### src/rtl/score_tone_seq_if.sv
// score_tone_seq_if: score digits and mute in; audio, note_div, busy, seq_done out
interface score_tone_seq_if;
  logic [3:0] units;
  logic [3:0] tens;
  logic mute;
  logic audio;
  logic [16:0] note_div;
  logic busy;
  logic seq_done;
  modport master(output units, tens, mute, input audio, note_div, busy, seq_done);
  modport slave(input units, tens, mute, output audio, note_div, busy, seq_done);
endinterface

### src/rtl/score_tone_seq.sv
// score_tone_seq: plays C5,E5 on a score change or C5,E5,G5,C6 on reaching 21; ports clk, rst (async high), bus (units/tens/mute in, audio/note_div/busy/seq_done out)
module score_tone_seq #(
  parameter int unsigned NOTE_CYC = 15000000,
  parameter int unsigned GAP_CYC = 5000000,
  parameter logic [16:0] DIV_C5 = 17'd95556,
  parameter logic [16:0] DIV_E5 = 17'd75843,
  parameter logic [16:0] DIV_G5 = 17'd63776,
  parameter logic [16:0] DIV_C6 = 17'd47778
) (
  input logic clk,
  input logic rst,
  score_tone_seq_if.slave bus
);
  localparam int unsigned DW = $clog2((NOTE_CYC > GAP_CYC ? NOTE_CYC : GAP_CYC) + 1);
  typedef enum logic [1:0] {IDLE, PLAY, GAP} state_t;
  state_t state;
  logic [7:0] score, prev_score;
  logic primed, vic, tone, evt, win;
  logic [1:0] idx;
  logic [DW-1:0] dur;
  logic [16:0] hc;
  assign score = {bus.tens, bus.units};
  assign evt = primed && score != prev_score;
  assign win = score == 8'h21;
  assign bus.audio = tone & ~bus.mute;
  function automatic logic [16:0] div_of(input logic [1:0] i);
    return i == 2'd0 ? DIV_C5 : i == 2'd1 ? DIV_E5 : i == 2'd2 ? DIV_G5 : DIV_C6;
  endfunction
  always_ff @(posedge clk or posedge rst) begin
    if (rst) begin
      state <= IDLE;
      prev_score <= '0;
      primed <= 1'b0;
      vic <= 1'b0;
      tone <= 1'b0;
      idx <= '0;
      dur <= '0;
      hc <= '0;
      bus.note_div <= '0;
      bus.busy <= 1'b0;
      bus.seq_done <= 1'b0;
    end else begin
      prev_score <= score;
      primed <= 1'b1;
      bus.seq_done <= 1'b0;
      if (evt && (state == IDLE || win)) begin
        state <= PLAY;
        vic <= win;
        idx <= '0;
        dur <= '0;
        hc <= '0;
        tone <= 1'b0;
        bus.note_div <= DIV_C5;
        bus.busy <= 1'b1;
      end else if (state == PLAY) begin
        hc <= hc == bus.note_div - 17'd1 ? 17'd0 : hc + 17'd1;
        tone <= hc == bus.note_div - 17'd1 ? ~tone : tone;
        dur <= dur == DW'(NOTE_CYC - 1) ? '0 : dur + 1'b1;
        if (dur == DW'(NOTE_CYC - 1)) begin
          state <= GAP;
          hc <= '0;
          tone <= 1'b0;
          bus.note_div <= '0;
        end
      end else if (state == GAP) begin
        dur <= dur == DW'(GAP_CYC - 1) ? '0 : dur + 1'b1;
        if (dur == DW'(GAP_CYC - 1)) begin
          if (idx == (vic ? 2'd3 : 2'd1)) begin
            state <= IDLE;
            bus.busy <= 1'b0;
            bus.seq_done <= 1'b1;
          end else begin
            state <= PLAY;
            idx <= idx + 2'd1;
            hc <= '0;
            tone <= 1'b0;
            bus.note_div <= div_of(idx + 2'd1);
          end
        end
      end
    end
  end
endmodule

### src/flat_wrapper.sv
// flat-port wrapper written by rule: the top's interface ports become plain ports
module score_tone_seq_flat 
#(
  parameter int unsigned NOTE_CYC = 15000000,
  parameter int unsigned GAP_CYC = 5000000,
  parameter logic [16:0] DIV_C5 = 17'd95556,
  parameter logic [16:0] DIV_E5 = 17'd75843,
  parameter logic [16:0] DIV_G5 = 17'd63776,
  parameter logic [16:0] DIV_C6 = 17'd47778
)
  (clk, rst, bus_units, bus_tens, bus_mute, bus_audio, bus_note_div, bus_busy, bus_seq_done);
  score_tone_seq_if bus_i ();
  input logic clk;
  input logic rst;
  input wire logic [$bits(bus_i.units)-1:0] bus_units;
  input wire logic [$bits(bus_i.tens)-1:0] bus_tens;
  input wire logic [$bits(bus_i.mute)-1:0] bus_mute;
  output wire logic [$bits(bus_i.audio)-1:0] bus_audio;
  output wire logic [$bits(bus_i.note_div)-1:0] bus_note_div;
  output wire logic [$bits(bus_i.busy)-1:0] bus_busy;
  output wire logic [$bits(bus_i.seq_done)-1:0] bus_seq_done;
  assign bus_i.units = bus_units;
  assign bus_i.tens = bus_tens;
  assign bus_i.mute = bus_mute;
  assign bus_audio = bus_i.audio;
  assign bus_note_div = bus_i.note_div;
  assign bus_busy = bus_i.busy;
  assign bus_seq_done = bus_i.seq_done;
  score_tone_seq #(.NOTE_CYC(NOTE_CYC), .GAP_CYC(GAP_CYC), .DIV_C5(DIV_C5), .DIV_E5(DIV_E5), .DIV_G5(DIV_G5), .DIV_C6(DIV_C6)) u_core (.clk(clk), .rst(rst), .bus(bus_i));
endmodule
### config.mk
export PLATFORM = sky130hd
export DESIGN_NAME = score_tone_seq_flat
export DESIGN_NICKNAME = d
export VERILOG_FILES = /design/src/rtl/score_tone_seq_if.sv /design/src/rtl/score_tone_seq.sv /design/src/flat_wrapper.sv
export SDC_FILE = /design/constraint.sdc
export NUM_CORES = 1
export LEC_CHECK = 0
export CAP_MARGIN = 40
export CORE_MARGIN = 5
export CORE_UTILIZATION = 45
export CTS_CLUSTER_DIAMETER = 60
export CTS_CLUSTER_SIZE = 10
export DETAILED_ROUTE_END_ITERATION = 8
export GPL_ROUTABILITY_DRIVEN = 0
export HOLD_SLACK_MARGIN = 0.12
export PLACE_DENSITY = 0.72
export SLEW_MARGIN = 20
export SYNTH_ARGS = -nofsm -noshare
export SYNTH_HDL_FRONTEND = slang
export SYNTH_SLANG_ARGS = --single-unit
export TNS_END_PERCENT = 50
### constraint.sdc
create_clock -name clk -period 7.6 [get_ports clk]
set_clock_uncertainty 0.15 [all_clocks]
set_input_delay 1.52 -clock clk [delete_from_list [all_inputs] [get_ports clk]]
set_output_delay 1.52 -clock clk [all_outputs]
set_load 0.05 [all_outputs]
== Word-level counts from Yosys, hierarchy flattened ==
Cells that the tools add are included.
Operators by class
  multiplexer cells: 50
  equality and inequality tests: 15
  order comparisons: 0
  shift operators: 0
  multiply operators: 0
  reductions and logical operators: 16
  add/subtract/negate cells: 4
  div/mod/pow operators: 0
  bitwise gates (word level): 3
Operator list (number)
  17-bit 2-to-1 mux: 15
  24-bit 2-to-1 mux: 5
  24-bit by 1-bit adder with 24-bit output, second input constant: 1
  24-bit by 23-bit equality test with 1-bit output, second input constant: 1
  24-bit equality test, second input constant: 1
  2-bit 2-to-1 mux: 11
  1-bit 2-to-1 mux: 18
  17-bit by 1-bit adder with 17-bit output, second input constant: 1
  17-bit equality test: 1
  17-bit by 1-bit subtractor with 17-bit output, second input constant: 1
  4-bit AND reduction: 4
  15-bit 2-to-1 mux: 1
  8-bit by 6-bit equality test with 1-bit output, second input constant: 1
  8-bit != test: 1
  3-bit AND reduction: 2
  2-bit nonzero test: 3
  3-bit nonzero test: 2
  2-bit by 1-bit equality test with 1-bit output, second input constant: 2
  2-bit equality test, second input constant: 2
  2-bit zero test: 2
  2-bit by 1-bit != test with 1-bit output, second input constant: 2
  4-bit by 3-bit != test with 1-bit output, second input constant: 1
  3-bit by 1-bit != test with 1-bit output, second input constant: 1
  3-bit by 2-bit != test with 1-bit output, second input constant: 1
  other kinds (6): 8
Storage, ports and cells
  RAM bits: 0
  latch bits: 0
  bits of input ports: 11
  memories: 0
  logic and storage cells: 99
  memory bits (read-only): 0
  output and inout bits: 20
  flip-flop bits (word level): 75

== Depth between registers and ports, before layout ==
Gate-level depths: netlist of run 1.
  depth in word-level cells: 10
  gate-level depth with buffers: 11
  depth with buffers taken out: 10

== Least setup slack after synthesis of run 1 ==
OpenSTA, ideal clock, no wires.
  path type: input to output
  from: input bus_mute
  to: output bus_audio
  data required time: 5.930 ns
  path slack: 3.765 ns
  path buffers: 0
  stages: 1
  data arrival time: 2.165 ns
  path through: nor2_1
Between the ends
  word-level cells in the longest chain between the ends: 2
Ends and longest elaborated chain
  start: declaration: RTL line flat_wrapper.sv:17  | input wire logic [$bits(bus_i.mute)-1:0] bus_mute;
  1-bit NOT: RTL line score_tone_seq.sv:25  | assign bus.audio = tone & ~bus.mute;
  1-bit AND: RTL line score_tone_seq.sv:25
  end: declaration: RTL line flat_wrapper.sv:18  | output wire logic [$bits(bus_i.audio)-1:0] bus_audio;
Every way passes these cells.

== Final worst setup path of run 1 ==
Same ends and word-level chain as after synthesis.

==> results of run 1 <==
-- critical path, stage by stage --
cell and delay (ns):
clkdlybuf4s50_1 0.40, nor2_1 0.08, clkdlybuf4s50_1 0.80
-- power groups by stage --
stage          logic, mW  clock network (mW)  registers, mW
2_1_floorplan      0.122                   0          0.414
3_3_place_gp       0.164                   0          0.407
3_5_place_dp       0.172                   0          0.407
4_1_cts            0.174               0.356          0.401
5_1_grt            0.191               0.371          0.404
6_report           0.173               0.347          0.401
-- layout by cell type (no fill, tap or decap), types with 2 or more instances in the layout --
master | synthesis | layout
a211oi_1 | 2 | 2
a21oi_1 | 7 | 7
a22o_1 | 2 | 2
a31oi_1 | 4 | 4
a41oi_1 | 2 | 2
and2_1 | 2 | 2
and3_1 | 5 | 5
buf_4 | 8 | 3
bufinv_16 | 0 | 2
clkbuf_8 | 0 | 12
clkdlybuf4s50_1 | 0 | 28
clkinv_2 | 0 | 2
conb_1 | 2 | 3
dfrtp_1 | 68 | 68
ha_1 | 10 | 10
inv_1 | 19 | 18
nand2_1 | 41 | 41
nand2b_1 | 4 | 4
nand3_1 | 12 | 12
nand3b_1 | 2 | 2
nand4_1 | 11 | 11
nor2_1 | 53 | 53
nor2b_1 | 8 | 8
nor3_1 | 18 | 18
nor3_2 | 2 | 2
nor3b_1 | 5 | 5
nor4_1 | 8 | 8
nor4_2 | 2 | 2
nor4b_1 | 3 | 3
nor4b_2 | 4 | 4
o21ai_0 | 27 | 27
o21ai_1 | 7 | 7
o31ai_1 | 7 | 7
o41ai_2 | 2 | 2
xnor2_1 | 37 | 37
xor2_1 | 15 | 15
-- path summary, 6_finish.rpt --
path	startpoint	endpoint	slack, ns	cells after the start
setup / recovery	bus_mute	bus_audio	3.12	3
hold / removal	u_core.bus.busy$_DFFE_PP0P_	u_core.bus.busy$_DFFE_PP0P_	0.37	2
setup reg to reg	u_core.dur[0]$_DFFE_PP0N_	u_core.tone$_DFFE_PP0P_	4.46	8
hold reg to reg	u_core.bus.busy$_DFFE_PP0P_	u_core.bus.busy$_DFFE_PP0P_	0.37	2
max in group asynchronous	rst	u_core.dur[23]$_DFFE_PP0N_	5.45	4
min in group asynchronous	rst	u_core.hc[2]$_DFFE_PP0P_	1.32	3
-- state kept, by name, summed over array words and instances, names as in the netlist, 2 cells and up --
| name | flops |
|---|---|
| u_core.hc | 17 |
| u_core.state | 2 |
| u_core.prev_score | 8 |
| u_core.idx | 2 |
| u_core.dur | 24 |
| u_core.bus.note_div | 10 |
-- cell families (layout without fill, tap and decap cells) --
| family | after synthesis | after routing | synth area share [%] |
|---|---|---|---|
| flops | 68 | 68 | 41.8 |
| fa+ha+maj | 10 | 10 | 3.07 |
| mux | 1 | 1 | 0.246 |
| simple gates | 190 | 190 | 24.8 |
| xor+xnor | 52 | 52 | 11.2 |
| compound gates | 74 | 74 | 12.9 |
| buf+inv | 41 | 67 | 5.81 |
| other cells | 2 | 3 | 0.184 |
-- cell type report --
type,instances,area [um2]
clock buffers,12,165
well taps,108,135
inverters,19,71.3
multi-input cells,330,2140
fillers,793,4150
clock inverters,4,70.1
repair buffers,32,330
flip-flops and latches,68,1700
-- metal layers --
metal  GRT usage (%)  vias to the layer above  part of all wire, %
met5               0                        -                    0
met3            2.59                       11                  3.6
met1            22.1                     1527                   49
met4            5.84                        0                  1.5
met2            24.6                       59                   46
li1                -                     1558                    -
-- through the flow --
step | instance area, um2 | util (%) | hold slack (ns) | cells
floorplan | 4080 | - | 0.335 | 439
global placement | 4340 | 49.5 | 0.352 | 555
detailed placement | 4380 | 49.9 | 0.362 | 557
CTS | 4610 | 52.6 | 0.379 | 573
global route | 4610 | 52.6 | 0.404 | 573
finish | 4610 | 52.6 | 0.374 | 573
==> results.tsv, run 1 <==
metric	value	unit
finalCritPeriodShare	58.9	%
async_flop_share	100	%
start_util	46.5	%
power	921	uW
maxCapViolCount	0	
cts_sinks	68	
synthCells	438	
grt_max_degree	57	
setup_tns	0	ns
slew_headroom	51.6	%
post_cts_buffers	0	
rsz0062_at_grt	no	
cp-end-kind	primary output	
fin_ws	3.12	ns
viasPerCell	5.51	
dieHeight	105	um
drt_iter0_markers	185	
hpwlAfterDp	5960	um
p_clk_share	37.6	%
hold_class	flop to flop	
place_ws	3.00	ns
layout_min_cycle_time	4.48	ns
layout-drive-gt1-share	8.82	%
synth_top_area_share	41.8	%
wl_per_cell	14.7	um
ios	31	
worstSetupPathType	input port to primary output	
track_usage	15.8	%
routed_wl	8450	um
h-tree-depth	3	
synth.avg_cell_area	9.30	um2
grt_pass1_vias	3091	
diodes	0	
fin_nets	481	
cts.path.max_buffers	2	
ctsHoldBuffers	0	
drc	0	
ctsRootBufferMaster	clkbuf_8	
finalSetupViolations	0	
area_growth	13.2	%
core	8760	um2
synth_area_leader_cell	dfrtp_1	
ys.flop_type	dfrtp_1	
p_leak	1.96	nW
cp.required	5.93	ns
yosys-top-cells-area	dfrtp_1 42%, xnor2_1 8.0%, nor2_1 4.9%	
p_switching	260	uW
grt.overflow.total	0	
antenna_found_initial	0	
yosys-top-cells-count	68 x dfrtp_1, 53 x nor2_1, 41 x nand2_1	
syn-cell-area	4070	um2
power_frac_seq	43.6	%
max_freq	223	MHz
p_per_area	200	nW/um2
status	finished, final reports clean	
clk_latency	0.35	ns
hold_violations	0	
firstDrtPassIters	5	
grt_pass1_wl	14700	um
cts_buffers	9	
critPathLaunchType	input port	
rows	34	
finalMaxSlewViolations	0	
cts_tree	done	
yosysMostFrequentCell	dfrtp_1	
postRouteAntennaNets	0	
numPortBuffers	28	
ys_warn_count	0	
synth_edf_count	0	
vias	3155	
ctsResizeCount	0	
yosysUniqueCellTypes	60	
cp_max_fo	1	
synth-seq-cells	68	
peakVddDrop	132	uV
p_int	661	uW
die_w	105	um
tightest_slew	0.722	ns
cp.arrival	2.81	ns
switching_share	28.2	%
comb_power_share	18.8	%
dieArea	11100	um2
clk_pin_slew	0.07	ns
seq_area_frac_synth	41.8	%
Power figures use the tool's default switching activity.
==> run 2: changes to the inputs <==
==> constraint.sdc (replaced) <==
create_clock -name clk -period 4.3 [get_ports clk]
set_clock_uncertainty 0.15 [all_clocks]
set_input_delay 0.86 -clock clk [delete_from_list [all_inputs] [get_ports clk]]
set_output_delay 0.86 -clock clk [all_outputs]
set_load 0.05 [all_outputs]
==> run 2 against run 1 <==
Net effect:
- sequential share of layout area grew 0.070 points
- non-clock buffer count rose by 1
- clock-buffer cell count decreased by 3
==> results.tsv, run 2 (synthesis results as in run 1) <==
metric	value	unit	change
status	finished, final reports clean		
cts.path.max_buffers	2		unchanged
place_ws	0.371	ns	-2.63 ns
p_clk_share	38.4	%	+0.8 points
fin_nets	482		+0.21%
p_int	1.18	mW	+78%
power_frac_seq	43.1	%	-0.5 points
rrSetupSlack	1.18	ns	-3.28 ns
ctsResizeCount	0		unchanged
ctsRootBufferMaster	clkbuf_8		
cp.arrival	3.65	ns	+0.84 ns
holdWs	0.365	ns	-0.00841 ns
largest_reg_flops	24		unchanged
vias	3150		-0.16%
p_switching	466	uW	+79%
p_per_area	357	nW/um2	+79%
cts_tree	done		
ios	31		unchanged
largest_register	u_core.dur		
die_w	105	um	unchanged
switching_share	28.4	%	+0.11 points
viasPerCell	5.49		-0.33%
rows	34		unchanged
track_usage	16.4	%	+0.68 points
core	8760	um2	unchanged
firstDrtPassIters	4		-1
grt.overflow.total	0		unchanged
tightest_slew	0.666	ns	-0.0562 ns
hold_class	flop to flop		
ctsHoldBuffers	0		unchanged
drt_iter0_markers	152		-18%
dieHeight	105	um	unchanged
cts_buffers	9		unchanged
cp.required	4.38	ns	-1.55 ns
grt_pass1_vias	3148		+1.8%
numPortBuffers	28		unchanged
comb_power_share	18.5	%	-0.3 points
dieArea	11100	um2	unchanged
worstSetupPathType	input port to flop		
finalCritPeriodShare	83.0	%	
setup_tns	0	ns	unchanged
grt_max_degree	32		-44%
clk_pin_slew	0.08	ns	about the same
drc	0		unchanged
maxCapViolCount	0		unchanged
area_growth	13.0	%	
start_util	46.5	%	unchanged
peakVddDrop	232	uV	+76%
rsz0062_at_grt	no		
postRouteAntennaNets	0		unchanged
cp-end-kind	flop		
finalSetupViolations	0		unchanged
fin_ws	0.729	ns	-2.39 ns
hold_violations	0		unchanged
diodes	0		unchanged
p_leak	1.95	nW	-0.49%
layout-drive-gt1-share	9.01	%	+0.20 points
grt_pass1_wl	15200	um	+3.5%
max_freq	280	MHz	
finalMaxSlewViolations	0		unchanged
final_common_cell	dfrtp_1		
routed_wl	8550	um	+1.1%
antenna_found_initial	0		unchanged
cp_max_fo	18		+17
layout_min_cycle_time	3.57	ns	
h-tree-depth	3		unchanged
wl_per_cell	14.9	um	+0.95%
cts_sinks	68		unchanged
mostFrequentLayoutCells	68 x dfrtp_1, 53 x nor2_1, 41 x nand2_1		
slew_headroom	55.5	%	+3.9 points
post_cts_buffers	0		unchanged
critPathLaunchType	input port		
hpwlAfterDp	6220	um	+4.5%
top_regs	u_core.dur x24, u_core.hc x17, u_core.bus.note_div x10		
clk_latency	0.36	ns	about the same
## run 2: cell type report
cell class	instances	area [um2]
multi-input cells	330	2140
clock inverters	7	115
fillers	826	4160
well taps	108	135
repair buffers	33	318
clock buffers	9	124
inverters	19	71.3
flip-flops and latches	68	1700
## run 2: per-layer routing
layer | global-route usage (%) | vias up | share of wire, %
met5 | 0 | - | 0
met4 | 6.30 | 0 | 1.3
met1 | 22.6 | 1503 | 48
met2 | 25.3 | 67 | 47
met3 | 3.70 | 10 | 3.9
li1 | - | 1570 | -
## run 2: worst paths after layout
check | start | to | cells after the start
worst max-delay path | bus_tens[3] | u_core.tone$_DFFE_PP0P_ | 9
worst max register to register | u_core.dur[0]$_DFFE_PP0N_ | u_core.tone$_DFFE_PP0P_ | 8
worst min register to register | u_core.bus.busy$_DFFE_PP0P_ | u_core.bus.busy$_DFFE_PP0P_ | 2
worst min-delay path | u_core.bus.busy$_DFFE_PP0P_ | u_core.bus.busy$_DFFE_PP0P_ | 2
max in group asynchronous | rst | u_core.hc[0]$_DFFE_PP0P_ | 3
min in group asynchronous | rst | u_core.hc[6]$_DFFE_PP0P_ | 2
## run 2: power by group through the flow
stage / combinational, mW / clock, mW / sequential [mW]
2_1_floorplan: 0.216 / 0 / 0.732
3_3_place_gp: 0.294 / 0 / 0.719
3_5_place_dp: 0.302 / 0 / 0.721
4_1_cts: 0.305 / 0.644 / 0.708
5_1_grt: 0.338 / 0.673 / 0.714
6_report: 0.304 / 0.630 / 0.709
## run 2: per-stage QoR
step / instance area, um2 / util [%] / instances / total power, mW
after floorplan: 4080 / - / 439 / 0.948
after global placement: 4360 / 49.7 / 557 / 1.01
after detailed placement: 4360 / 49.8 / 558 / 1.02
after CTS: 4600 / 52.5 / 574 / 1.66
after global routing: 4600 / 52.5 / 574 / 1.73
final: 4600 / 52.5 / 574 / 1.64
## run 2: worst max-delay path: stages
cell	delay, ns
clkdlybuf4s50_1	0.47
nor4b_1	0.48
a21oi_1	0.14
a211oi_2	0.47
buf_4	0.27
nor3_1	0.09
or2_1	0.45
o21ai_4	0.28
o21ai_0	0.13
